--- config.mk ---
export PLATFORM = sky130hd
export DESIGN_NAME = sub8_serial
export DESIGN_NICKNAME = d
export VERILOG_FILES = /design/src/rtl/sub8_serial.sv
export SDC_FILE = /design/constraint.sdc
export NUM_CORES = 1
export LEC_CHECK = 0
export ABC_CLOCK_PERIOD_IN_PS = 3300
export BUFFER_PORTS_ARGS = -buffer_cell sky130_fd_sc_hd__buf_2
export CORE_ASPECT_RATIO = 0.5
export CORE_MARGIN = 3
export CORE_UTILIZATION = 25
export DETAILED_ROUTE_END_ITERATION = 8
export HOLD_SLACK_MARGIN = 0.08
export PLACE_DENSITY = 0.4
export SETUP_SLACK_MARGIN = 0.05
export SLEW_MARGIN = 20
export SYNTH_ARGS = -nofsm -noshare
export SYNTH_HDL_FRONTEND = slang
export SYNTH_SLANG_ARGS = --single-unit
--- constraint.sdc ---
create_clock -name clk -period 3.3 [get_ports clk]
set_input_delay 0.66 -clock clk [delete_from_list [all_inputs] [get_ports clk]]
set_output_delay 0.66 -clock clk [all_outputs]
set_load 0.03 [all_outputs]
--- src/rtl/sub8_serial.sv ---
// ---------------------------------------------------------------------------
// sub8_serial
// Multi-cycle unsigned subtractor: wx = x_a - x_b mod 2^WIDTH, evaluated as
// x_a + ~x_b + 1 one 8-bit chunk per clock, LSB chunk first. The carry between
// chunks is held in a register, so a single 8-bit adder slice serves the
// whole operand width.
//
// Optional feature (compile-time macro SUB8_SERIAL_BORROW_EN):
//   adds output `borrow`, the inverted final carry (1 when x_a < x_b),
//   valid with out_valid and held with wx.
//
// Ports
//   clk        in   1      rising-edge clock
//   rst_n      in   1      asynchronous active-low reset
//   in_valid   in   1      operand pair valid
//   in_ready   out  1      block can accept operands (IDLE only)
//   x_a        in   WIDTH  minuend, sampled on input handshake
//   x_b        in   WIDTH  subtrahend, sampled on input handshake
//   out_valid  out  1      wx holds a completed result
//   out_ready  in   1      consumer accepts the result
//   wx         out  WIDTH  difference, registered
//   borrow     out  1      (SUB8_SERIAL_BORROW_EN only) x_a < x_b
// ---------------------------------------------------------------------------
module sub8_serial #(
    parameter int unsigned WIDTH = 32
) (
    input  logic             clk,
    input  logic             rst_n,
    input  logic             in_valid,
    output logic             in_ready,
    input  logic [WIDTH-1:0] x_a,
    input  logic [WIDTH-1:0] x_b,
    output logic             out_valid,
    input  logic             out_ready,
    output logic [WIDTH-1:0] wx
`ifdef SUB8_SERIAL_BORROW_EN
    ,
    output logic             borrow
`endif
);

    localparam int unsigned     NCHUNK   = WIDTH / 8;
    localparam int unsigned     CNT_W    = (NCHUNK > 1) ? $clog2(NCHUNK) : 1;
    localparam logic [CNT_W-1:0] CNT_LAST = CNT_W'(NCHUNK - 1);

    if ((WIDTH < 8) || ((WIDTH % 8) != 0)) begin : g_bad_width
        $error("sub8_serial: WIDTH must be a multiple of 8 and >= 8");
    end

    typedef enum logic [1:0] {
        S_IDLE = 2'd0,
        S_BUSY = 2'd1,
        S_DONE = 2'd2
    } state_t;

    state_t             state;
    state_t             state_nxt;
    logic [WIDTH-1:0]   a_q;
    logic [WIDTH-1:0]   b_q;
    logic               carry_q;
    logic [CNT_W-1:0]   cnt_q;

    logic               load_c;
    logic               step_c;
    logic               out_valid_nxt;
    logic               in_ready_nxt;
    logic [7:0]         a_chunk_c;
    logic [7:0]         b_chunk_c;
    logic [7:0]         b_inv_c;
    logic [8:0]         sum_c;

    // Select the operand chunk addressed by the chunk counter
    always_comb begin
        a_chunk_c = '0;
        b_chunk_c = '0;
        for (int unsigned i = 0; i < NCHUNK; i++) begin
            if (cnt_q == CNT_W'(i)) begin
                a_chunk_c = a_q[i*8 +: 8];
                b_chunk_c = b_q[i*8 +: 8];
            end
        end
    end

    // Shared 8-bit adder slice: a + ~b + carry
    always_comb begin
        b_inv_c = ~b_chunk_c;
        sum_c   = {1'b0, a_chunk_c} + {1'b0, b_inv_c} + {8'd0, carry_q};
    end

    // Next-state and registered-output decode
    always_comb begin
        state_nxt     = state;
        load_c        = 1'b0;
        step_c        = 1'b0;
        out_valid_nxt = 1'b0;
        case (state)
            S_IDLE: begin
                if (in_valid) begin
                    load_c    = 1'b1;
                    state_nxt = S_BUSY;
                end
            end
            S_BUSY: begin
                step_c = 1'b1;
                if (cnt_q == CNT_LAST) begin
                    state_nxt = S_DONE;
                end
            end
            S_DONE: begin
                // out_valid rises one clock after entering DONE and holds until taken
                out_valid_nxt = 1'b1;
                if (out_valid && out_ready) begin
                    out_valid_nxt = 1'b0;
                    state_nxt     = S_IDLE;
                end
            end
            default: begin
                state_nxt = S_IDLE;
            end
        endcase
        in_ready_nxt = (state_nxt == S_IDLE);
    end

    // State and handshake flags
    always_ff @(posedge clk or negedge rst_n) begin
        if (!rst_n) begin
            state     <= S_IDLE;
            in_ready  <= 1'b1;
            out_valid <= 1'b0;
        end else begin
            state     <= state_nxt;
            in_ready  <= in_ready_nxt;
            out_valid <= out_valid_nxt;
        end
    end

    // Operand capture, chunk counter, carry chain and result chunks
    always_ff @(posedge clk or negedge rst_n) begin
        if (!rst_n) begin
            a_q     <= '0;
            b_q     <= '0;
            carry_q <= 1'b0;
            cnt_q   <= '0;
            wx      <= '0;
        end else begin
            if (load_c) begin
                a_q     <= x_a;
                b_q     <= x_b;
                carry_q <= 1'b1;
                cnt_q   <= '0;
            end
            if (step_c) begin
                for (int unsigned i = 0; i < NCHUNK; i++) begin
                    if (cnt_q == CNT_W'(i)) begin
                        wx[i*8 +: 8] <= sum_c[7:0];
                    end
                end
                carry_q <= sum_c[8];
                cnt_q   <= (cnt_q == CNT_LAST) ? '0 : cnt_q + CNT_W'(1);
            end
        end
    end

`ifdef SUB8_SERIAL_BORROW_EN
    // Capture the inverted final carry as out_valid is about to rise
    always_ff @(posedge clk or negedge rst_n) begin
        if (!rst_n) begin
            borrow <= 1'b0;
        end else if ((state == S_DONE) && !out_valid) begin
            borrow <= ~carry_q;
        end
    end
`endif

endmodule
* Yosys cells after proc, flatten, opt, wreduce, memory -nomap -nowiden
Index checks and enable logic that the tools add are counted.
Storage, ports and cells: register bits after elaboration 103, bits of input ports 68, output and inout port bits 34
Operators by class: add/subtract/negate cells 3, equality and inequality tests 5, mux-type cells 22, bitwise logic cells 1, reductions and logical operators 9
Operators by type and width (number):
- 8-bit 2-to-1 mux | 8
- 2-bit 2-to-1 mux | 6
- 8-bit by 8-bit adder with 9-bit output | 1
- 9-bit by 1-bit adder with 9-bit output | 1
- 8-bit NOT | 1
- 2-bit AND reduction | 4
- 1-bit 2-to-1 mux | 7
- 2-bit equality test, second input constant | 3
- 2-bit zero test | 3
- 2-bit case mux with 3 select lines | 1
- 2-bit by 1-bit equality test with 1-bit output, second input constant | 2
- 2-bit by 1-bit adder with 2-bit output, second input constant | 1
- 2-bit nonzero test | 1
- 1-bit logical AND | 1

* Longest topological paths before layout
depth in word-level cells 9, mapped depth 15

* Least setup slack after synthesis
No wires, ideal clock.
path type reg-to-reg, from register cnt_q[1], to register wx[22], setup time 0.075 ns, arrival 2.904 ns, setup slack 0.321 ns, cell stages (with the launch flop) 15, path through dfrtp_1 inv_1 ha_1 buf_1 buf_2 a221oi_1 nor3_1 a21oi_1 fa_1 fa_1 nor2b_4 o31a_1 o21ai_0 a21o_4 o21ai_2
On the way: cells in the longest elaborated chain, start to end 8, elaborated cells on any way between the ends 16
RTL lines:
- start: declaration | line 61 | logic [CNT_W-1:0] cnt_q;
- start signal: assignment | line 159 | cnt_q <= (cnt_q == CNT_LAST) ? '0 : cnt_q + CNT_W'(1);
- 2-bit zero test | line 77 | if (cnt_q == CNT_W'(i)) begin
- 8-bit 2-to-1 mux (4 in series) | line 77
- 8-bit NOT | line 86 | b_inv_c = ~b_chunk_c;
- 8-bit by 8-bit adder with 9-bit output | line 87 | sum_c = {1'b0, a_chunk_c} + {1'b0, b_inv_c} + {8'd0, carry_q};
- 9-bit by 1-bit adder with 9-bit output | line 87
- end signal: indexed assignment | line 155 | wx[i*8 +: 8] <= sum_c[7:0];
- end: declaration | line 35 | output logic [WIDTH-1:0] wx
Several ways; a longest one is shown, not always the timed one. A chain may end at the register's enable or synchronous reset.

* Worst setup path in the final report
from register cnt_q[0], to register carry_q
On the way: cells in the longest elaborated chain, start to end 9, elaborated cells on any way between the ends 16
RTL lines:
- 2-bit zero test | line 77
- 8-bit 2-to-1 mux (4 in series) | line 77
- 8-bit NOT | line 86
- 8-bit by 8-bit adder with 9-bit output * | line 87
- 9-bit by 1-bit adder with 9-bit output * | line 87
- 1-bit 2-to-1 mux * | line 152 | if (step_c) begin
- end signal: assignment | line 158 | carry_q <= sum_c[8];
- end: declaration | line 60 | logic carry_q;
Every way passes the cells marked *; elsewhere a longest branch is shown, timed or not.

==> flow_summary.yaml <==
outcome:
  status: "finished, final reports clean"
cells_and_area:
  final_layout_size_suffix_gt1_share_pct: 43.6
  n_antenna_cell: 0
  fin_nets: 586
  syn_to_final_growth_pct: 25.1
clock_network:
  clkSinkCount: 103
  clkTransAtPathRegs_ps: 70
  cts-hold-fix-buffers: 0
  cts_made_buffers: 9
  cts_setup_buffers: 0
  insertion_delay_ps: 350
  clockBufferDepth: 2
  htreeDepth: 3
  cts-root-buf: "clkbuf_16"
  cts_tree: "yes"
die:
  rows: 34
  dieArea_um2: 20700
  core_um2: 17900
  pin_count: 102
  die_x_um: 200
  die_y_um: 103
  initial_core_util_pct: 26.3
route:
  wire_per_inst_um: 16.5
  drt-pass1-iter-count: 4
  wirelength_um: 12600
  antenna_left: 0
  drt_iter0_markers: 95
  highest-signal-layer: "met4"
  drc_errors: 0
  met1_length_um: 6830
  routed-wl-met3_um: 357
  dr_wl_met2_um: 5290
  vias_per_cell: 4.33
  num_vias: 3292
placed_design:
  gp_congestion: 0.744
  portBuffers: 101
  dpl.hpwl_um: 9570
  pre_cts_slack_ps: -52.7
setup_path:
  critPathMaxFanout: 5
  cp_num_cells: 13
  slowest_stage: "dfrtp_1"
  cp.arrival_ps: 3240
  cp_top_family: "compound AO/OA/AOI/OAI gates"
  end_kind: "register"
  rr_worst_depth: 13
  max_stage_delay_ps: 420
  critPathRequiredTime_ps: 3490
  r2r-end: "carry_q$_DFFE_PN0P_"
  startpoint_type: "register"
  crit_buf_inv: 1
  crit_chain: "inv_1 > ha_1 > nor2b_4 > a221oi_1 > nor3_2 > a21oi_2 > fa_2 > fa_2 > nor2b_4 > o31a_1 > o31a_1 > o21ai_0 > a32oi_1"
  rrSetupSlack_ps: 240
  reg2reg_from: "cnt_q[0]$_DFFE_PN0P_"
  critPathKind: "register to register"
sta:
  fin_skew_ps: 13.8
  slew_headroom_pct: 49.9
  slew_viol_final: 0
  finalHoldViolations: 0
  tightest_slew_ps: 744
  period_share_pct: 92.6
  period_minus_slack_ps: 3060
  setup_viol: 0
  finalWorstSetupSlack_ps: 244
  fmax_ghz: 0.327
  rsz0062_at_grt: "false"
run:
  drv_cap: 0
hold_path:
  min_path_type: "primary input to async pin"
grt:
  track_usage_pct: 12.9
  antenna_found_initial: 0
  grt_pass1_wl_um: 20200
  grt_pass1_vias: 3464
  grt_max_degree: 65
  overflow: 0
synth:
  synth_area_um2: 4720
  yosysWarnings: 0
  netlist.area_leader.share_pct: 54.1
  synthTopCellsByArea: "dfrtp_1, mux2_2, nand2_1"
  synth_cell_types: 36
  netlist.top_cell.by_area: "dfrtp_1"
  ys_ff_latch: 103
  ys_seq_area_share_pct: 54.7
  synth_edf_count: 0
  ys_async_sr_fraction_pct: 100
  postSynthCellCount: 404
  synth_flop_cell: "dfrtp_1"
  syn_nets: 485
  avgSynthCellArea_um2: 11.7
[area by class of cell]
cell class | count | area, µm²
Clock buffer | 12 | 267
Clock inverter | 3 | 17.5
Fill cell | 1864 | 12000
Inverter | 9 | 33.8
Multi-Input combinational cell | 269 | 2060
Sequential cell | 103 | 2580
Tap cell | 252 | 315
Timing Repair Buffer | 113 | 636
[logic make-up (layout without fill, tap and decap cells)]
| family | Yosys count | after routing | share of synthesized area (%) |
|---|---|---|---|
| flops | 103 | 103 | 54.7 |
| buf+inv | 32 | 137 | 3.21 |
| compound gates | 92 | 92 | 11.6 |
| mux | 73 | 73 | 17.4 |
| simple gates | 89 | 89 | 9.02 |
| fa+ha+maj | 13 | 13 | 3.77 |
| xor+xnor | 2 | 2 | 0.371 |
[metrics by stage]
step / instances / utilization (%) / TNS (ps) / cell area (µm²) / hold slack, ps
2_1_floorplan: 404 / - / 0 / 4720 / 364
3_3_place_gp: 746 / 31.0 / 0 / 5560 / 460
3_5_place_dp: 746 / 31.0 / -221 / 5560 / 470
4_1_cts: 761 / 32.7 / 0 / 5860 / 291
6_report: 761 / 33.0 / 0 / 5900 / 279
5_1_grt: 761 / 33.0 / 0 / 5900 / 311
[registers in the layout (all words and copies together), names as in the netlist]
register / flops
a_q: 32
b_q: 32
carry_q: 1
cnt_q: 2
in_ready: 1
out_valid: 1
state: 2
wx: 32
[cell usage in the layout (no fill, tap or decap), drive strengths merged, types with 11 or more instances in the layout]
cell    count
a21oi      36
buf       113
clkbuf     12
dfrtp     102
ha         11
mux2       72
nand2      49
nand3b     12
nor2       14
o21ai      35
[worst reg2reg max path, stage by stage (launching register included)]
cell,delay (ps)
dfrtp_1,420
inv_1,100
ha_1,230
nor2b_4,150
a221oi_1,350
nor3_2,100
a21oi_2,150
fa_2,260
fa_2,250
nor2b_4,50
o31a_1,270
o31a_1,280
o21ai_0,170
a32oi_1,120
[synth_stat cells, drive strengths merged, types with 2 or more instances]
master / count
buf: 14
ha: 11
a21o: 2
fa: 2
dfrtp: 102
clkbuf: 9
nand3b: 12
o21a: 3
nor2: 14
o21ai: 35
inv: 9
xor2: 2
mux2: 72
nand2: 49
a221oi: 3
nor2b: 8
a21oi: 36
o31a: 3
nor3: 3
o31ai: 4
a22o: 2
nor3b: 2
[worst max path at each step]
stage	to	slack (ps)	startpoint
floorplan	wx[22]$_DFFE_PN0P_	320	cnt_q[1]$_DFFE_PN0P_
global placement	wx[12]$_DFFE_PN0P_	60	cnt_q[0]$_DFFE_PN0P_
detailed placement	wx[12]$_DFFE_PN0P_	-50	cnt_q[0]$_DFFE_PN0P_
CTS	wx[22]$_DFFE_PN0P_	60	cnt_q[0]$_DFFE_PN0P_
global route	carry_q$_DFFE_PN0P_	70	cnt_q[0]$_DFFE_PN0P_
finish	carry_q$_DFFE_PN0P_	240	cnt_q[0]$_DFFE_PN0P_
[repair_timing]
item                       CTS  global route
resized for setup            5            11
pin swaps                    1             2
setup endpoints to repair    9            18
[routing by layer]
layer	vias up	global-route usage [%]
li1	1623	-
met1	1616	19.0
met2	47	18.6
met3	6	3.60
met4	0	3.23
met5	-	0
Power is not shown: default switching activity piles up to over one toggle a cycle in this logic, so the estimate is an artifact.
